$ cat src/rtl/dbus_pkg.sv
// Shared types and constants for the data-bus interconnect.
// The optional error capture logic is enabled by defining DBUS_ERR_CAPTURE_EN.
package dbus_pkg;

  localparam int          SLAVEADDR_WIDTH   = 24;
  localparam logic [31:0] ERR_RDATA_DEFAULT = 32'hDEAD_BEEF;

  typedef enum logic {
    IDLE = 1'b0,
    CAPT = 1'b1
  } err_state_e;

  // Upper `width` address bits, right-aligned so they compare directly against a slave base
  function automatic logic [31:0] base_of(input logic [31:0] addr, input int width);
    return addr >> (32 - width);
  endfunction

endpackage

$ cat src/rtl/dbus_decoder.sv
// Fixed-priority address decoder: the lowest-indexed matching slave wins,
// so at most one bit of hit_o is set.
module dbus_decoder
  import dbus_pkg::*;
#(
  parameter int                                    NUM_SLAVES     = 4,
  parameter int                                    BASEADDR_WIDTH = 8,
  parameter logic [NUM_SLAVES*BASEADDR_WIDTH-1:0] SLAVE_BASE     = {8'h03, 8'h02, 8'h01, 8'h00}
) (
  input  logic [31:0]           addr_i,
  output logic [NUM_SLAVES-1:0] hit_o
);

  logic found;

  always_comb begin
    hit_o = '0;
    found = 1'b0;
    for (int i = 0; i < NUM_SLAVES; i++) begin
      if (!found &&
          base_of(addr_i, BASEADDR_WIDTH) ==
          32'(SLAVE_BASE[i*BASEADDR_WIDTH +: BASEADDR_WIDTH])) begin
        hit_o[i] = 1'b1;
        found    = 1'b1;
      end
    end
  end

endmodule

$ cat src/rtl/dbus_interconnect.sv
// Core data port to NUM_SLAVES peripherals: decode, registered read mux and
// first-unmapped-access capture (present only when DBUS_ERR_CAPTURE_EN is defined).
module dbus_interconnect
  import dbus_pkg::*;
#(
  parameter int                                    NUM_SLAVES     = 4,
  parameter int                                    BASEADDR_WIDTH = 8,
  parameter logic [NUM_SLAVES*BASEADDR_WIDTH-1:0] SLAVE_BASE     = {8'h03, 8'h02, 8'h01, 8'h00},
  parameter logic [31:0]                           ERR_RDATA      = ERR_RDATA_DEFAULT
) (
  input  logic                       clk,
  input  logic                       rst,
  input  logic                       dmem_rd,
  input  logic [31:0]                dmem_raddr,
  output logic [31:0]                dmem_rdata,
  input  logic                       dmem_wr,
  input  logic [31:0]                dmem_waddr,
  input  logic [31:0]                dmem_wdata,
  input  logic [3:0]                 dmem_wstrb,
  output logic [NUM_SLAVES-1:0]      slv_rd,
  output logic [SLAVEADDR_WIDTH-1:0] slv_raddr,
  input  logic [NUM_SLAVES*32-1:0]   slv_rdata,
  output logic [NUM_SLAVES-1:0]      slv_wr,
  output logic [SLAVEADDR_WIDTH-1:0] slv_waddr,
  output logic [31:0]                slv_wdata,
  output logic [3:0]                 slv_wstrb,
  input  logic                       err_clr,
  output logic                       err_valid,
  output logic [31:0]                err_addr,
  output logic                       err_is_wr,
  output logic [7:0]                 err_count
);

  logic [NUM_SLAVES-1:0] hit_r, hit_w;
  logic [NUM_SLAVES-1:0] rsel_q;
  logic                  unm_r, unm_w;

  dbus_decoder #(
    .NUM_SLAVES(NUM_SLAVES), .BASEADDR_WIDTH(BASEADDR_WIDTH), .SLAVE_BASE(SLAVE_BASE)
  ) u_dec_rd (
    .addr_i(dmem_raddr),
    .hit_o (hit_r)
  );

  dbus_decoder #(
    .NUM_SLAVES(NUM_SLAVES), .BASEADDR_WIDTH(BASEADDR_WIDTH), .SLAVE_BASE(SLAVE_BASE)
  ) u_dec_wr (
    .addr_i(dmem_waddr),
    .hit_o (hit_w)
  );

  assign slv_rd    = hit_r & {NUM_SLAVES{dmem_rd}};
  assign slv_wr    = hit_w & {NUM_SLAVES{dmem_wr}};
  assign slv_raddr = dmem_raddr[SLAVEADDR_WIDTH-1:0];
  assign slv_waddr = dmem_waddr[SLAVEADDR_WIDTH-1:0];
  assign slv_wdata = dmem_wdata;
  assign slv_wstrb = dmem_wstrb;
  assign unm_r     = dmem_rd & ~|hit_r;
  assign unm_w     = dmem_wr & ~|hit_w;

  // Slaves answer one cycle after the strobe, so the select is registered to line up
  always_ff @(posedge clk) begin
    if (rst) rsel_q <= '0;
    else     rsel_q <= slv_rd;
  end

`ifdef DBUS_ERR_CAPTURE_EN
  logic       rerr_q;
  err_state_e state_q, state_d;
  logic [31:0] addr_q, addr_d;
  logic        iswr_q, iswr_d;
  logic [7:0]  cnt_q, cnt_d;
  logic [8:0]  cnt_sum;

  always_ff @(posedge clk) begin
    if (rst) begin
      rerr_q  <= 1'b0;
      state_q <= IDLE;
      addr_q  <= '0;
      iswr_q  <= 1'b0;
      cnt_q   <= '0;
    end else begin
      rerr_q  <= unm_r;
      state_q <= state_d;
      addr_q  <= addr_d;
      iswr_q  <= iswr_d;
      cnt_q   <= cnt_d;
    end
  end

  // Clear is applied first so a coincident unmapped access is captured afresh
  always_comb begin
    state_d = state_q;
    addr_d  = addr_q;
    iswr_d  = iswr_q;
    cnt_d   = cnt_q;
    if (err_clr) begin
      state_d = IDLE;
      addr_d  = '0;
      iswr_d  = 1'b0;
      cnt_d   = '0;
    end
    cnt_sum = {1'b0, cnt_d} + {8'd0, unm_r} + {8'd0, unm_w};
    if (unm_r || unm_w) begin
      cnt_d = cnt_sum[8] ? 8'hFF : cnt_sum[7:0];
      if (state_d == IDLE) begin
        state_d = CAPT;
        addr_d  = unm_w ? dmem_waddr : dmem_raddr;
        iswr_d  = unm_w;
      end
    end
  end

  always_comb begin
    err_valid = (state_q == CAPT);
    err_addr  = addr_q;
    err_is_wr = iswr_q;
    err_count = cnt_q;
  end
`else
  logic unused_err_clr;

  assign unused_err_clr = err_clr ^ unm_r ^ unm_w;
  assign err_valid      = 1'b0;
  assign err_addr       = '0;
  assign err_is_wr      = 1'b0;
  assign err_count      = '0;
`endif

  always_comb begin
    dmem_rdata = '0;
    for (int i = 0; i < NUM_SLAVES; i++) begin
      if (rsel_q[i]) dmem_rdata = slv_rdata[i*32 +: 32];
    end
`ifdef DBUS_ERR_CAPTURE_EN
    if (rsel_q == '0 && rerr_q) dmem_rdata = ERR_RDATA;
`endif
  end

endmodule

$ cat config.mk
export PLATFORM = sky130hd
export DESIGN_NAME = dbus_interconnect
export DESIGN_NICKNAME = d
export VERILOG_FILES = /design/src/rtl/dbus_pkg.sv /design/src/rtl/dbus_decoder.sv /design/src/rtl/dbus_interconnect.sv
export SDC_FILE = /design/constraint.sdc
export NUM_CORES = 1
export LEC_CHECK = 0
export CELL_PAD_IN_SITES_DETAIL_PLACEMENT = 0
export CELL_PAD_IN_SITES_GLOBAL_PLACEMENT = 1
export CORE_AREA = 3 3 153 155
export CTS_CLUSTER_SIZE = 40
export DETAILED_ROUTE_END_ITERATION = 10
export DIE_AREA = 0 0 156 158
export PLACE_DENSITY = 0.81
export SLEW_MARGIN = 0
export SYNTH_ARGS = -nofsm -noshare
export SYNTH_HDL_FRONTEND = slang
export SYNTH_SLANG_ARGS = --single-unit
$ cat constraint.sdc
create_clock -name clk -period 1.8 [get_ports clk]
set_clock_uncertainty 0.2 [all_clocks]
set_input_delay 0.36 -clock clk [delete_from_list [all_inputs] [get_ports clk]]
set_output_delay 0.36 -clock clk [all_outputs]
set_load 0.01 [all_outputs]
* After elaboration in Yosys (flattened, before gate mapping)
Index checks and enable logic that the tools add are counted.
Storage, ports and cells: flip-flop bits (word level) 4, bits of input ports 233, word-level logic and storage cells 39
Cells by class: eq/ne operators 6, mux-type cells 16, bitwise operators 2, reductions and logical operators 14
Operator list (count):
- two-way mux 32 bit | 4
- zero test 32 bit | 2
- equality test 8 x 2 -> 1 bit, second input constant | 4
- equality test 8 x 1 -> 1 bit, second input constant | 2
- two-way mux 1 bit | 12
- bitwise AND 4 bit | 2
- logical AND 1 bit | 6
- zero test 1 bit | 6

* Logic depth before layout (Yosys ltp)
depth after elaboration 12, depth in mapped cells 6, gate-level depth less buffers 3

* Hierarchy
A second synthesis with hierarchy kept.
Second synthesis, totals: cell total of the unflattened synthesis 278, area, all modules 2168.3 um^2
By module, submodules not included:
- dbus_interconnect | instances 1, cells each 262, area an instance 2053.2 um^2, seq. area each 80.1 um^2
- dbus_decoder | instances 2, cells each 8, area an instance 57.6 um^2, seq. area each 0.0 um^2

* Least setup slack after synthesis
OpenSTA, ideal clock, no wires.
path kind in2out, start in dmem_waddr[27], end out slv_wr[1], arrival 1.349 ns, slack -0.109 ns, cell stages on the path 2, path buffers 0, path through or4_4 nor4_1
Between the ends: word-level cells in the longest chain between the ends 6, elaborated cells on any way between the ends 7
Ends and longest elaborated chain:
- start, declared | line dbus_interconnect.sv:17 | input logic [31:0] dmem_waddr,
- zero test 32 bit | line dbus_decoder.sv:21 | base_of(addr_i, BASEADDR_WIDTH) ==
- two-way mux 1 bit | line dbus_decoder.sv:20 | if (!found &&
- zero test 1 bit | line dbus_decoder.sv:20
- logical AND 1 bit (*) | line dbus_decoder.sv:20
- two-way mux 1 bit (*) | line dbus_decoder.sv:20
- bitwise AND 4 bit (*) | line dbus_interconnect.sv:53 | assign slv_wr = hit_w & {NUM_SLAVES{dmem_wr}};
- end, declared | line dbus_interconnect.sv:23 | output logic [NUM_SLAVES-1:0] slv_wr,
Mark *: on every way between the ends. The rest lies on a longest branch, timed or not.

* Worst setup path in the final report
start reg rsel_q[1], end out dmem_rdata[10]
Between the ends: word-level cells in the longest chain between the ends 3
Ends and longest elaborated chain:
- start, declared | line dbus_interconnect.sv:35 | logic [NUM_SLAVES-1:0] rsel_q;
- start signal, assigned | line dbus_interconnect.sv:64 | else rsel_q <= slv_rd;
- two-way mux 32 bit (3 in series) | line dbus_interconnect.sv:133 | if (rsel_q[i]) dmem_rdata = slv_rdata[i*32 +: 32];
- end, declared | line dbus_interconnect.sv:15 | output logic [31:0] dmem_rdata,
No other way between the ends.

==> impl_metrics.env <==
export IMPL_rsz0062_at_grt="yes"
export IMPL_final_nets=642
export IMPL_avgSynthCellArea_um2=6.83
export IMPL_hp_start="dmem_raddr[27]"
export IMPL_numCtsBuffers=3
export IMPL_swShare=0.227
export IMPL_routed_wl_um=12300
export IMPL_synth_edf_count=0
export IMPL_dr_pass1_iters=4
export IMPL_ant_nets=0
export IMPL_postCtsHoldBufs=0
export IMPL_pre_cts_ws_ns=-1.03
export IMPL_remaining_drc_errors=0
export IMPL_synth_largest_area_cell="buf_4"
export IMPL_critPathCaptureType="primary output"
export IMPL_crit_required_ns=1.24
export IMPL_cts_tree="built"
export IMPL_fmax_mhz=485
export IMPL_h_tree_depth=1
export IMPL_gp_congestion=0.661
export IMPL_setup_tns_ns=-5.96
export IMPL_top_register="rsel_q"
export IMPL_initial_core_util=0.0846
export IMPL_place_area_um2=3560
export IMPL_grt_max_degree=20
export IMPL_grt_pass1_wl_um=15200
export IMPL_ys_types=22
export IMPL_p_switching_uw=194
export IMPL_dp_hpwl_um=9520
export IMPL_drv_slew=0
export IMPL_drtIter0Drc=70
export IMPL_core_area_um2=22000
export IMPL_cpMaxStageDelayCell="dfxtp_4"
export IMPL_setup_ws_ns=-0.262
export IMPL_final_hold_viol_count=0
export IMPL_worstPathArrival_ns=1.50
export IMPL_numPortBuffers=187
export IMPL_n_antenna_cell=0
export IMPL_path_cells="nor2b_4 > buf_6 > buf_12 > buf_12 > buf_6 > a22oi_2 > a21oi_1 > buf_2"
export IMPL_crit_family="buffers and inverters"
export IMPL_clockBufferDepth=2
export IMPL_path_clk_slew_ns=0.03
export IMPL_root_buffer="clkbuf_16"
export IMPL_setup_viol=38
export IMPL_syn_inst=272
export IMPL_cellInternalPower_uw=663
export IMPL_pwr_share_comb=0.497
export IMPL_yosysWarnings=0
export IMPL_yosys_top_cells_count="buf_4, a22oi_1, a21oi_1, o22ai_1, clkbuf_1"
export IMPL_wire_per_inst_um=17.9
export IMPL_grt_overflow=0
export IMPL_die_y_um=158
export IMPL_cap_violations=0
export IMPL_drive_gt1_frac=0.381
export IMPL_io_pins=399
export IMPL_syn_to_final_growth_pct=117
export IMPL_antenna_found_initial=0
export IMPL_pwr_share_seq=0.101
export IMPL_crit_cells=8
export IMPL_outcome="finished, violations left"
export IMPL_vias=2419
export IMPL_finalCritPeriodShare=1.15
export IMPL_clkSinkCount=4
export IMPL_worstSetupPathType="flop to primary output"
export IMPL_peakVddDrop_mv=0.235
export IMPL_leakage_uw=0.00159
export IMPL_synth_area_top_cells="buf_4, a22oi_1, o22ai_1"
export IMPL_power_density_nw_per_um2=213
export IMPL_ys_flop_type="dfxtp_1"
export IMPL_min_path_type="input pin to flop"
export IMPL_synth_top_area_frac=0.509
export IMPL_grt_usage=0.0841
export IMPL_viasPerCell=3.52
export IMPL_worst_setup_path_start_kind="flop"
export IMPL_path_buf_inv=5
export IMPL_yosysMostFrequentCell="buf_4"
export IMPL_violations="setup timing"
export IMPL_fp_dieW_um=156
export IMPL_path_max_fanout=3
export IMPL_fin_crit_ns=2.06
export IMPL_synth_seq_cells=4
export IMPL_num_rows=54
export IMPL_slowest_delay_ns=0.35
export IMPL_hold_path_end="rsel_q[1]"
export IMPL_synth_seq_area_share=0.0431
export IMPL_dieArea_um2=24600
export IMPL_synth_cell_area_um2=1860
export IMPL_pwr_share_clk=0.402
export IMPL_stdcell_area_um2=4030
export IMPL_grt_pass1_vias=2372
export IMPL_top_regs="rsel_q: 4 flops"
export IMPL_holdPathStages=6
export IMPL_async_flop_share=0
export IMPL_largest_register_ff_count=4
[worst max path at each step]
stage                   start        endpoint  slack, ns
6_report            rsel_q[1]  dmem_rdata[10]      -0.26
5_1_grt             rsel_q[1]   dmem_rdata[9]      -0.32
4_1_cts        dmem_waddr[29]       slv_wr[2]      -0.33
3_5_place_dp   dmem_waddr[29]       slv_wr[2]      -1.03
3_3_place_gp   dmem_waddr[27]       slv_wr[0]      -1.02
2_1_floorplan  dmem_waddr[27]       slv_wr[0]      -0.08
[routing by layer]
| metal | global-route usage | up-vias | part of all wire |
|---|---|---|---|
| met3 | 0.0514 | 30 | 0.16 |
| met1 | 0.0699 | 1082 | 0.30 |
| li1 | - | 1079 | - |
| met2 | 0.162 | 228 | 0.52 |
| met4 | 0.0299 | 0 | 0.028 |
| met5 | 0 | - | 0 |
[area by class of cell]
cell class,count,area (um2)
clock buffers,3,75.1
fillers,2449,17900
inverters,2,7.51
multi-input cells,164,1210
flip-flops and latches,4,88.8
well taps,280,350
repair buffers,234,2300
[stage by stage]
stage           util  total power, uW  hold slack (ns)  std cells
6_report       0.183              857            0.505        687
5_1_grt        0.183              896            0.520        687
4_1_cts        0.176              856            0.520        679
3_5_place_dp   0.162              492            0.520        663
3_3_place_gp   0.162              489            0.520        663
2_1_floorplan      -              407            0.239        313
[placed cells by master, fill, tap and decap left out]
| cell | instances |
|---|---|
| dfxtp_1 | 1 |
| buf_2 | 41 |
| buf_8 | 4 |
| a21oi_2 | 9 |
| nor3b_1 | 1 |
| clkbuf_16 | 4 |
| nor2_4 | 2 |
| buf_4 | 16 |
| buf_12 | 10 |
| o22ai_1 | 31 |
| nor2_1 | 4 |
| nor4_2 | 2 |
| a22oi_2 | 32 |
| nand2_1 | 1 |
| nand2b_1 | 1 |
| conb_1 | 42 |
| inv_2 | 1 |
| a211oi_2 | 1 |
| nor3_1 | 4 |
| nor4_4 | 2 |
| dfxtp_4 | 2 |
| and2_1 | 2 |
| or4_4 | 1 |
| nor2_2 | 1 |
| a21oi_1 | 22 |
| inv_1 | 1 |
| dlygate4sd2_1 | 7 |
| clkdlybuf4s15_1 | 2 |
| buf_6 | 18 |
| nand3b_1 | 1 |
| dfxtp_2 | 1 |
| clkdlybuf4s50_1 | 132 |
| nand3_4 | 1 |
| nand2b_4 | 3 |
| nor2b_4 | 1 |
| buf_16 | 3 |
[power by group through the flow]
stage / Sequential (uW) / Combinational [uW] / Clock [uW]
6_report: 86.5 / 426 / 345
5_1_grt: 86.5 / 450 / 359
4_1_cts: 88.0 / 416 / 352
3_5_place_dp: 90.6 / 401 / 0
3_3_place_gp: 90.6 / 398 / 0
2_1_floorplan: 90.6 / 317 / 0
[what timing repair did]
| action | CTS | global route |
|---|---|---|
| endpoints found under the hold margin | 0 | 0 |
| endpoints found under the setup margin | 40 | 39 |
| resized for setup | 252 | 24 |
| cloned | 4 | 1 |
| pin swaps | 40 | 14 |
| setup buffers | 13 | 8 |
[cells by family after synthesis]
logic type / count (synthesis) / synth area share
buffers and inverters: 145 / 0.549
AND/OR/NAND/NOR: 27 / 0.0842
other: 1 / 0.00202
flip-flops: 4 / 0.0431
AO/OA/AOI/OAI: 95 / 0.321
No activity file was read; power rests on OpenSTA's default activity.
